File: src/rtl/madam_span_pkg.sv
// Shared types and the clip-window test for the madam span writer.
// Coordinates are two's complement on input; the window is [0, clip] unsigned.
package madam_span_pkg;

  localparam int SPAN_COORD_W = 16;
  localparam int SPAN_LEN_W   = 16;

  typedef enum logic [1:0] {
    IDLE,
    FETCH,
    ISSUE,
    DONE
  } span_state_t;

  typedef struct packed {
    logic [SPAN_COORD_W-1:0] x;
    logic [SPAN_COORD_W-1:0] y;
    logic [SPAN_LEN_W-1:0]   len;
    logic                    dir;
    logic                    skip_zero;
  } span_cmd_t;

  // A negative coordinate has its sign bit set, so it fails before the unsigned compare matters.
  function automatic logic in_window(
    input logic [SPAN_COORD_W-1:0] x,
    input logic [SPAN_COORD_W-1:0] y,
    input logic [SPAN_COORD_W-1:0] clip_x,
    input logic [SPAN_COORD_W-1:0] clip_y
  );
    return !x[SPAN_COORD_W-1] && (x <= clip_x) &&
           !y[SPAN_COORD_W-1] && (y <= clip_y);
  endfunction

endpackage

File: src/rtl/madam_span_clip.sv
// Per-pixel drop decision (clip window + transparent zero) and the cur_x stepper.
// cur_x wraps silently; wrapped values land outside the window and get dropped.
module madam_span_clip
  import madam_span_pkg::*;
#(
  parameter int PIXEL_WIDTH = 16,
  parameter int COORD_WIDTH = SPAN_COORD_W
) (
  input  logic                   i_aclk,
  input  logic                   i_areset,
  input  logic                   i_load,
  input  logic [COORD_WIDTH-1:0] i_load_x,
  input  logic                   i_step,
  input  logic                   i_dir,
  input  logic [COORD_WIDTH-1:0] i_y,
  input  logic [COORD_WIDTH-1:0] i_clip_x,
  input  logic [COORD_WIDTH-1:0] i_clip_y,
  input  logic                   i_skip_zero,
  input  logic [PIXEL_WIDTH-1:0] i_pix,
  output logic [COORD_WIDTH-1:0] o_cur_x,
  output logic                   o_drop
);

  logic [COORD_WIDTH-1:0] r_cur_x;
  logic                   w_transparent;

  always_ff @(posedge i_aclk or posedge i_areset) begin
    if (i_areset) begin
      r_cur_x <= '0;
    end else if (i_load) begin
      r_cur_x <= i_load_x;
    end else if (i_step) begin
      r_cur_x <= i_dir ? (r_cur_x - COORD_WIDTH'(1)) : (r_cur_x + COORD_WIDTH'(1));
    end
  end

  assign w_transparent = i_skip_zero && (i_pix == '0);
  assign o_drop        = !in_window(r_cur_x, i_y, i_clip_x, i_clip_y) || w_transparent;
  assign o_cur_x       = r_cur_x;

endmodule

File: src/rtl/madam_span_writer.sv
// Turns span commands plus a pixel stream into single-pixel frame_buffer writes,
// skipping clipped and transparent pixels so frame_buffer only sees visible ones.
module madam_span_writer
  import madam_span_pkg::*;
#(
  parameter int PIXEL_WIDTH = 16,
  parameter int COORD_WIDTH = SPAN_COORD_W,
  parameter int CNT_WIDTH   = 32
) (
  input  logic                   aclk,
  input  logic                   areset,
  input  logic                   cmd_valid,
  output logic                   cmd_ready,
  input  logic [COORD_WIDTH-1:0] cmd_x,
  input  logic [COORD_WIDTH-1:0] cmd_y,
  input  logic [15:0]            cmd_len,
  input  logic                   cmd_dir,
  input  logic                   cmd_skip_zero,
  input  logic [COORD_WIDTH-1:0] clip_x,
  input  logic [COORD_WIDTH-1:0] clip_y,
  input  logic                   pix_valid,
  output logic                   pix_ready,
  input  logic [PIXEL_WIDTH-1:0] pix_data,
  output logic [PIXEL_WIDTH-1:0] fb_pixel,
  output logic [COORD_WIDTH-1:0] fb_x,
  output logic [COORD_WIDTH-1:0] fb_y,
  output logic                   fb_req,
  input  logic                   fb_resp,
  output logic                   span_done,
  output logic [CNT_WIDTH-1:0]   pix_written
);

  span_state_t            r_state;
  span_state_t            w_next;
  span_cmd_t              w_cmd;

  logic [COORD_WIDTH-1:0] r_y;
  logic [COORD_WIDTH-1:0] r_clip_x;
  logic [COORD_WIDTH-1:0] r_clip_y;
  logic [SPAN_LEN_W-1:0]  r_remaining;
  logic                   r_dir;
  logic                   r_skip_zero;
  logic [PIXEL_WIDTH-1:0] r_fb_pixel;
  logic [COORD_WIDTH-1:0] r_fb_x;
  logic [COORD_WIDTH-1:0] r_fb_y;
  logic                   r_fb_req;
  logic                   r_span_done;
  logic [CNT_WIDTH-1:0]   r_pix_written;

  logic                   w_load;
  logic                   w_step;
  logic                   w_issue;
  logic                   w_resp;
  logic                   w_last;
  logic                   w_drop;
  logic [COORD_WIDTH-1:0] w_cur_x;

  assign w_cmd = '{x: cmd_x, y: cmd_y, len: cmd_len, dir: cmd_dir, skip_zero: cmd_skip_zero};
  assign w_last = (r_remaining == SPAN_LEN_W'(1));

  madam_span_clip #(
    .PIXEL_WIDTH (PIXEL_WIDTH),
    .COORD_WIDTH (COORD_WIDTH)
  ) u_clip (
    .i_aclk      (aclk),
    .i_areset    (areset),
    .i_load      (w_load),
    .i_load_x    (w_cmd.x),
    .i_step      (w_step),
    .i_dir       (r_dir),
    .i_y         (r_y),
    .i_clip_x    (r_clip_x),
    .i_clip_y    (r_clip_y),
    .i_skip_zero (r_skip_zero),
    .i_pix       (pix_data),
    .o_cur_x     (w_cur_x),
    .o_drop      (w_drop)
  );

  always_ff @(posedge aclk or posedge areset) begin
    if (areset) begin
      r_state <= IDLE;
    end else begin
      r_state <= w_next;
    end
  end

  always_comb begin
    w_next    = r_state;
    cmd_ready = 1'b0;
    pix_ready = 1'b0;
    w_load    = 1'b0;
    w_step    = 1'b0;
    w_issue   = 1'b0;
    w_resp    = 1'b0;
    case (r_state)
      IDLE: begin
        cmd_ready = 1'b1;
        if (cmd_valid) begin
          w_load = 1'b1;
          w_next = (w_cmd.len == '0) ? DONE : FETCH;
        end
      end
      FETCH: begin
        pix_ready = 1'b1;
        if (pix_valid) begin
          if (w_drop) begin
            w_step = 1'b1;
            w_next = w_last ? DONE : FETCH;
          end else begin
            w_issue = 1'b1;
            w_next  = ISSUE;
          end
        end
      end
      ISSUE: begin
        if (fb_resp) begin
          w_step = 1'b1;
          w_resp = 1'b1;
          w_next = w_last ? DONE : FETCH;
        end
      end
      DONE: begin
        w_next = IDLE;
      end
      default: begin
        w_next = IDLE;
      end
    endcase
  end

  // The request always falls for at least one cycle because ISSUE only ever returns to FETCH or DONE.
  always_ff @(posedge aclk or posedge areset) begin
    if (areset) begin
      r_y           <= '0;
      r_clip_x      <= '0;
      r_clip_y      <= '0;
      r_remaining   <= '0;
      r_dir         <= 1'b0;
      r_skip_zero   <= 1'b0;
      r_fb_pixel    <= '0;
      r_fb_x        <= '0;
      r_fb_y        <= '0;
      r_fb_req      <= 1'b0;
      r_span_done   <= 1'b0;
      r_pix_written <= '0;
    end else begin
      r_span_done <= (r_state == DONE);
      if (w_load) begin
        r_y         <= w_cmd.y;
        r_remaining <= w_cmd.len;
        r_dir       <= w_cmd.dir;
        r_skip_zero <= w_cmd.skip_zero;
        r_clip_x    <= clip_x;
        r_clip_y    <= clip_y;
      end else if (w_step) begin
        r_remaining <= r_remaining - SPAN_LEN_W'(1);
      end
      if (w_issue) begin
        r_fb_req   <= 1'b1;
        r_fb_pixel <= pix_data;
        r_fb_x     <= w_cur_x;
        r_fb_y     <= r_y;
      end else if (w_resp) begin
        r_fb_req   <= 1'b0;
        r_fb_pixel <= '0;
        r_fb_x     <= '0;
        r_fb_y     <= '0;
      end
      if (w_resp) begin
        r_pix_written <= r_pix_written + CNT_WIDTH'(1);
      end
    end
  end

  assign fb_pixel    = r_fb_pixel;
  assign fb_x        = r_fb_x;
  assign fb_y        = r_fb_y;
  assign fb_req      = r_fb_req;
  assign span_done   = r_span_done;
  assign pix_written = r_pix_written;

endmodule

File: config.mk
export PLATFORM = sky130hd
export DESIGN_NAME = madam_span_writer
export DESIGN_NICKNAME = d
export VERILOG_FILES = /design/src/rtl/madam_span_pkg.sv /design/src/rtl/madam_span_clip.sv /design/src/rtl/madam_span_writer.sv
export SDC_FILE = /design/constraint.sdc
export NUM_CORES = 1
export LEC_CHECK = 0
export CAP_MARGIN = 5
export CORE_MARGIN = 2
export CORE_UTILIZATION = 56
export DETAILED_ROUTE_END_ITERATION = 16
export PLACE_DENSITY = 0.87
export SYNTH_ARGS = -nofsm -noshare
export SYNTH_HDL_FRONTEND = slang
export SYNTH_HIERARCHICAL = 1
export SYNTH_SLANG_ARGS = --single-unit
export TNS_END_PERCENT = 5
File: constraint.sdc
create_clock -name aclk -period 13.5 [get_ports aclk]
set_input_delay 2.7 -clock aclk [delete_from_list [all_inputs] [get_ports aclk]]
set_output_delay 2.7 -clock aclk [all_outputs]
set_load 0.05 [all_outputs]
==> results of run 1 <==
## flip-flops by register name, indices dropped and copies added (netlist names)
name and count:
fb_pixel 16, fb_req 1, fb_x 16, fb_y 16
pix_written 32, r_clip_x 16, r_clip_y 16, r_dir 1
r_remaining 16, r_skip_zero 1, r_state 2, r_y 16
span_done 1, u_clip/o_cur_x 16
## cell type report
| type | count | area (um^2) |
|---|---|---|
| repair buffers | 192 | 1910 |
| clock buffers | 19 | 453 |
| multi-input cells | 731 | 4300 |
| well taps | 211 | 264 |
| fillers | 1083 | 3850 |
| inverters | 49 | 189 |
| flip-flops and latches | 166 | 4150 |
| clock inverters | 13 | 145 |
## synth_stat cells, types with 5 or more instances
library cell	n
a31oi_1	9
or3_1	10
nand3b_1	6
inv_1	47
or4_1	5
clkbuf_1	35
nor2_1	34
mux2i_1	5
ha_1	53
a21oi_1	30
o211ai_1	5
o21ai_1	7
dfrtp_1	166
nand4_1	28
nand3_1	63
o31ai_1	5
nand2_1	289
xor2_1	12
o21ai_0	25
a21o_1	13
nor2b_1	9
xnor2_1	31
and3_1	7
nor3_1	9
nor4_1	11
## routing by layer
layer,part of all wire,track usage,vias to the layer above,wire length (um)
li1,-,-,3725,-
met1,0.42,0.369,3775,9690
met2,0.48,0.469,355,11200
met3,0.068,0.0562,61,1580
met4,0.028,0.109,0,646
met5,0,0,-,0
## through the flow
step	cells	hold WS (ns)	total power (uW)	cell area [um^2]	worst slack (ns)
after floorplan	984	0.438	1670	8770	6.76
after CTS	1381	0.478	2530	11400	7.92
after global routing	1381	0.498	2700	11400	7.72
after detailed placement	1349	0.462	2020	10800	7.49
after global placement	1349	0.458	1980	10800	7.57
final	1381	0.474	2540	11400	7.91
## power by group
group / internal, uW / switching [uW]
clock network: 284 / 204
logic: 476 / 751
registers: 670 / 153
## kinds of logic after synthesis
logic type | Yosys count | synth area share
flops | 166 | 0.473
compound gates | 132 | 0.102
buf+inv | 87 | 0.0375
xor+xnor | 43 | 0.0429
mux | 7 | 0.00827
simple gates | 495 | 0.258
fa+ha+maj | 54 | 0.0779
## worst max-delay path: cells and delay by family
kind / cells / cell delay, ns
AO/OA/AOI/OAI: 3 / 0.91
buffers and inverters: 3 / 0.85
AND/OR/NAND/NOR: 6 / 1.48
## final timing paths
path,start,end,slack (ns)
worst max register to register,r_y[1]$_DFFE_PP0P_,u_clip/o_cur_x[10]$_DFFE_PP0P_,9.75
worst min-delay path,r_clip_y[2]$_DFFE_PP0P_,r_clip_y[2]$_DFFE_PP0P_,0.47
min in group asynchronous,areset,u_clip/o_cur_x[0]$_DFFE_PP0P_,2.81
worst max-delay path,pix_data[4],u_clip/o_cur_x[15]$_DFFE_PP0P_,7.91
worst min register to register,r_clip_y[2]$_DFFE_PP0P_,r_clip_y[2]$_DFFE_PP0P_,0.47
max in group asynchronous,areset,fb_pixel[3]$_DFFE_PP0P_,9.45
==> flow_summary.ini, run 1 <==
[sta]
max-slew-margin-rel = 0.291
peak_freq_mhz = 179
worst-slew-pin-transition_ns = 1.06
fin_worst_skew_ns = 0.00940
setup-violations-final = 0
grt_setup_unrepaired = no
finalMaxSlewViolations = 0
finalCriticalPeriod_ns = 5.59
setup_total_negative_slack_ns = 0
fin_crit_sh = 0.414
final_hold_viols = 0

[place]
count_of_input_and_output_buffers = 186
dp.final_hpwl_um = 15700
routabilityCongestion = 0.914

[die]
ios = 187
die_h_um = 129
dieArea_um2 = 16700
die_w_um = 129
row_count = 45
core_area_um2 = 15300
floorplan.initialDensity = 0.575

[cells_and_area]
finalCoreUtilization = 0.748
number_of_inserted_diodes = 0
highest_count_cells_in_the_layout_ignoring_fill_and_taps = 286 x nand2_1, 186 x clkdlybuf4s50_1, 166 x dfrtp_1, 63 x nand3_1, 53 x ha_1
final_nets = 1314
drive_above_1_share = 0.0496
mostFrequentLayoutCell = nand2_1
layout-area-overhead-vs-synth_pct = 30.1

[worst_setup_path]
critical_path.most_common_cell = or4_1
cp_peak_stage_delay_ns = 0.43
critical_path_sink_type = flop
cp-start-kind = primary input
max_stage_delay_cell_worst_path = clkdlybuf4s50_1
worst-endpoint-arrival_ns = 5.95
path_max_fanout = 19
number_of_cell_instances_on_the_worst_register_to_register_path = 14
cp_cell_sequence = clkdlybuf4s50_1, nor4b_1, nand4_1, o41ai_1, or4_1, a32o_1, and2_1, buf_4, inv_2, or4_1, a21oi_1, nand3b_1
crit_type = primary input to flop
cp_data_required_time_ns = 13.86

[outcome]
outcome = complete, no violations

[cts]
cts_buffers = 17
post_cts.resized_instances = 0
cts-root-to-sink-buffers = 2
clock-sinks = 166
path_clk_slew_ns = 0.06
root_buffer = clkbuf_16
cts_max_level = 4
post_cts_buffers = 0
holdBufCountCts = 0
worst_skew_pair_latency_ns = 0.43
tritoncts = yes

[route]
avgViaCountPerCell = 5.73
drcViolationCount = 0
detail_route.wirelength_um = 23100
vias = 7916
wl_per_cell_um = 16.7
drt_iter0_markers = 586
drtAntennaViolNets = 0
drt_pre_antenna_iters = 7

[worst_hold_path]
worstHoldPathCells = 2
holdCritPathClass = flop to flop

[synth]
portion_of_synthesized_cell_area_occupied_by_the_leading_cell_type = 0.473
synth_nets = 1141
synthesis.instances = 984
synthArstFlopShare = 1.00
synth.lib_cells_used.distinct = 67
synth_area_leaders = dfrtp_1 47%, nand2_1 12%, ha_1 7.6%
synth_flop_cell = dfrtp_1
ys.warnings.count = 6
synth_largest_area_cell = dfrtp_1
avgSynthCellArea_um2 = 8.92
number_of_enable_type_register_cells_in_the_synthesized_netlist = 0
seq_area_frac_synth = 0.473
ys_seq_elements = 166
post_synthesis_instance_area_um2 = 8770

[global_routing]
globalRouteTotalUtil = 0.283
vias_in_the_first_global_route = 7700
overflow = 0
antenna_found_initial = 0
grt_pass1_wl_um = 37400
grt_max_degree = 102

[power]
power.leakage_uw = 0.00536
power_per_cell_area_nw_per_um2 = 222
irDropWorstVdd_v = 0.000133

[flow_run]
maxCapViolations = 0
No activity file was read; power rests on OpenSTA's default activity.
==> run 2, diff against run 1 <==
CORE_UTILIZATION = 52   (was 56)
PLACE_DENSITY = 0.81   (was 0.87)
clock period = 5.15 ns   (was 13.5 ns; I/O delays follow)
==> run 2 against run 1 <==
Critical path depth fell by 2. First-iteration DRC count grew 3.2%. Hold slack about the same. Routed wire length up 1.6%. Clock-buffer cell count rose by 1. Combinational power increased to 2.6 times the previous value. Clock skew shrank 0.0024 ns. Setup slack got worse by 6.7 ns. Final cell count rose by 0.94%. Global-route usage is 1.5 points lower. Register-to-register slack worse by 8.3 ns. Critical path type unchanged. Critical endpoint is now u_clip/o_cur_x[13]$_DFFE_PP0P_. Largest power group unchanged.
==> flow_summary.ini, run 2 (same netlist as run 1, synthesis figures left out) <==
[die]
ios = 187
row_count = 47
die_h_um = 134
dieArea_um2 = 17900
die_w_um = 134
core_area_um2 = 16500
floorplan.initialDensity = 0.531

[cts]
worst_skew_pair_latency_ns = 0.43
post_cts.resized_instances = 0
holdBufCountCts = 0
cts_max_level = 4
cts-root-to-sink-buffers = 2
post_cts_buffers = 0
root_buffer = clkbuf_16
cts_buffers = 17
clock-sinks = 166
tritoncts = yes
path_clk_slew_ns = 0.06

[cells_and_area]
multi_input_area_um2 = 4300
mostFrequentLayoutCell = nand2_1
num-fill-cells = 1302
final_nets = 1319
number_of_inserted_diodes = 0
max_reg_flops = 32
drive_above_1_share = 0.0528
highest_count_cells_in_the_layout_ignoring_fill_and_taps = 286 x nand2_1, 186 x clkdlybuf4s50_1, 166 x dfrtp_1, 63 x nand3_1, 53 x ha_1
regArea_um2 = 4150
finalCoreUtilization = 0.696
layout-area-overhead-vs-synth_pct = 31.1

[power]
irDropWorstVdd_v = 0.000298
power.leakage_uw = 0.00541
power_per_cell_area_nw_per_um2 = 586

[outcome]
outcome = complete, no violations

[worst_setup_path]
crit_type = primary input to flop
cp-start-kind = primary input
number_of_cell_instances_on_the_worst_register_to_register_path = 10
worst-endpoint-arrival_ns = 4.21
critical_path_sink_type = flop
cp_data_required_time_ns = 5.46
path_max_fanout = 18

[global_routing]
global_route_layer_with_the_greatest_usage = met2
vias_in_the_first_global_route = 7795
grt_pass1_wl_um = 38500
grt_max_degree = 89
antenna_found_initial = 0
gr-usage-met3 = 0.0461
grt_util_met2 = 0.444
globalRouteTotalUtil = 0.268
overflow = 0
grt_util_met1 = 0.360

[sta]
final_hold_viols = 0
worst-slew-pin-transition_ns = 0.886
peak_freq_mhz = 256
finalMaxSlewViolations = 0
setup_total_negative_slack_ns = 0
fin_worst_skew_ns = 0.00698
setup-violations-final = 0
max-slew-margin-rel = 0.409
finalCriticalPeriod_ns = 3.91
grt_setup_unrepaired = no
hold_slack_ns = 0.474
fin_crit_sh = 0.759

[worst_hold_path]
holdCritPathClass = flop to flop
worstHoldPathCells = 2

[place]
dp.final_hpwl_um = 16700
routabilityCongestion = 0.912
count_of_input_and_output_buffers = 186

[route]
detail_route.wirelength_um = 23500
drt_iter0_markers = 605
wl_per_cell_um = 16.8
vias = 7826
drcViolationCount = 0
drt_pre_antenna_iters = 5
avgViaCountPerCell = 5.61
drtAntennaViolNets = 0

[flow_run]
maxCapViolations = 0
==> run 2: cell count changes in the layout (fill, tap and decap cells not counted) <==
cell	before	now
buf_4	6	11
bufinv_16	2	4
clkbuf_8	2	3
clkinvlp_4	3	1
inv_6	4	2
==> run 2: per-layer routing <==
metal | vias up | wire length, um
li1 | 3742 | -
met1 | 3788 | 10400
met2 | 257 | 11400
met3 | 39 | 1170
met4 | 0 | 504
met5 | - | 0
==> run 2: worst paths after layout <==
check	slack, ns	start	to
setup / recovery	1.24	pix_data[4]	u_clip/o_cur_x[13]$_DFFE_PP0P_
hold / removal	0.47	r_clip_x[11]$_DFFE_PP0P_	r_clip_x[11]$_DFFE_PP0P_
setup reg to reg	1.49	u_clip/o_cur_x[15]$_DFFE_PP0P_	fb_y[2]$_DFFE_PP0P_
hold reg to reg	0.47	r_clip_x[11]$_DFFE_PP0P_	r_clip_x[11]$_DFFE_PP0P_
max in group asynchronous	2.99	areset	r_clip_y[2]$_DFFE_PP0P_
min in group asynchronous	1.17	areset	fb_x[8]$_DFFE_PP0P_
==> run 2: cell type report <==
| cell class | instances | share of cell area |
|---|---|---|
| multi-input cells | 731 | 0.374 |
| repair buffers | 197 | 0.169 |
| well taps | 220 | 0.0239 |
| flip-flops and latches | 166 | 0.361 |
| clock inverters | 11 | 0.0150 |
| clock buffers | 20 | 0.0406 |
| inverters | 49 | 0.0164 |
==> run 2: report_power, final <==
part           internal, uW  switching (uW)  total [uW]
Combinational          1250            1960        3210
Sequential             1760             401        2160
Clock                   850             524        1370
Total                  3860            2880        6740
==> run 2: critical path, stage by stage <==
cell             delay (ns)
clkdlybuf4s50_1        0.42
nor4b_1                0.43
nand4_1                0.18
o41ai_1                0.47
or4_1                  0.25
a32o_1                 0.40
and2_1                 0.22
buf_4                  0.26
nor2_1                 0.14
a221o_1                0.40
==> run 2: per-stage QoR <==
stage               std cells  setup slack (ns)  cell area [um^2]  power, uW
floorplan                 984            0.0836              8770       4370
global placement         1363             0.937             10900       5210
detailed placement       1363             0.769             10900       5330
CTS                      1394              1.20             11500       6740
global route             1394              1.03             11500       7210
finish                   1394              1.24             11500       6740
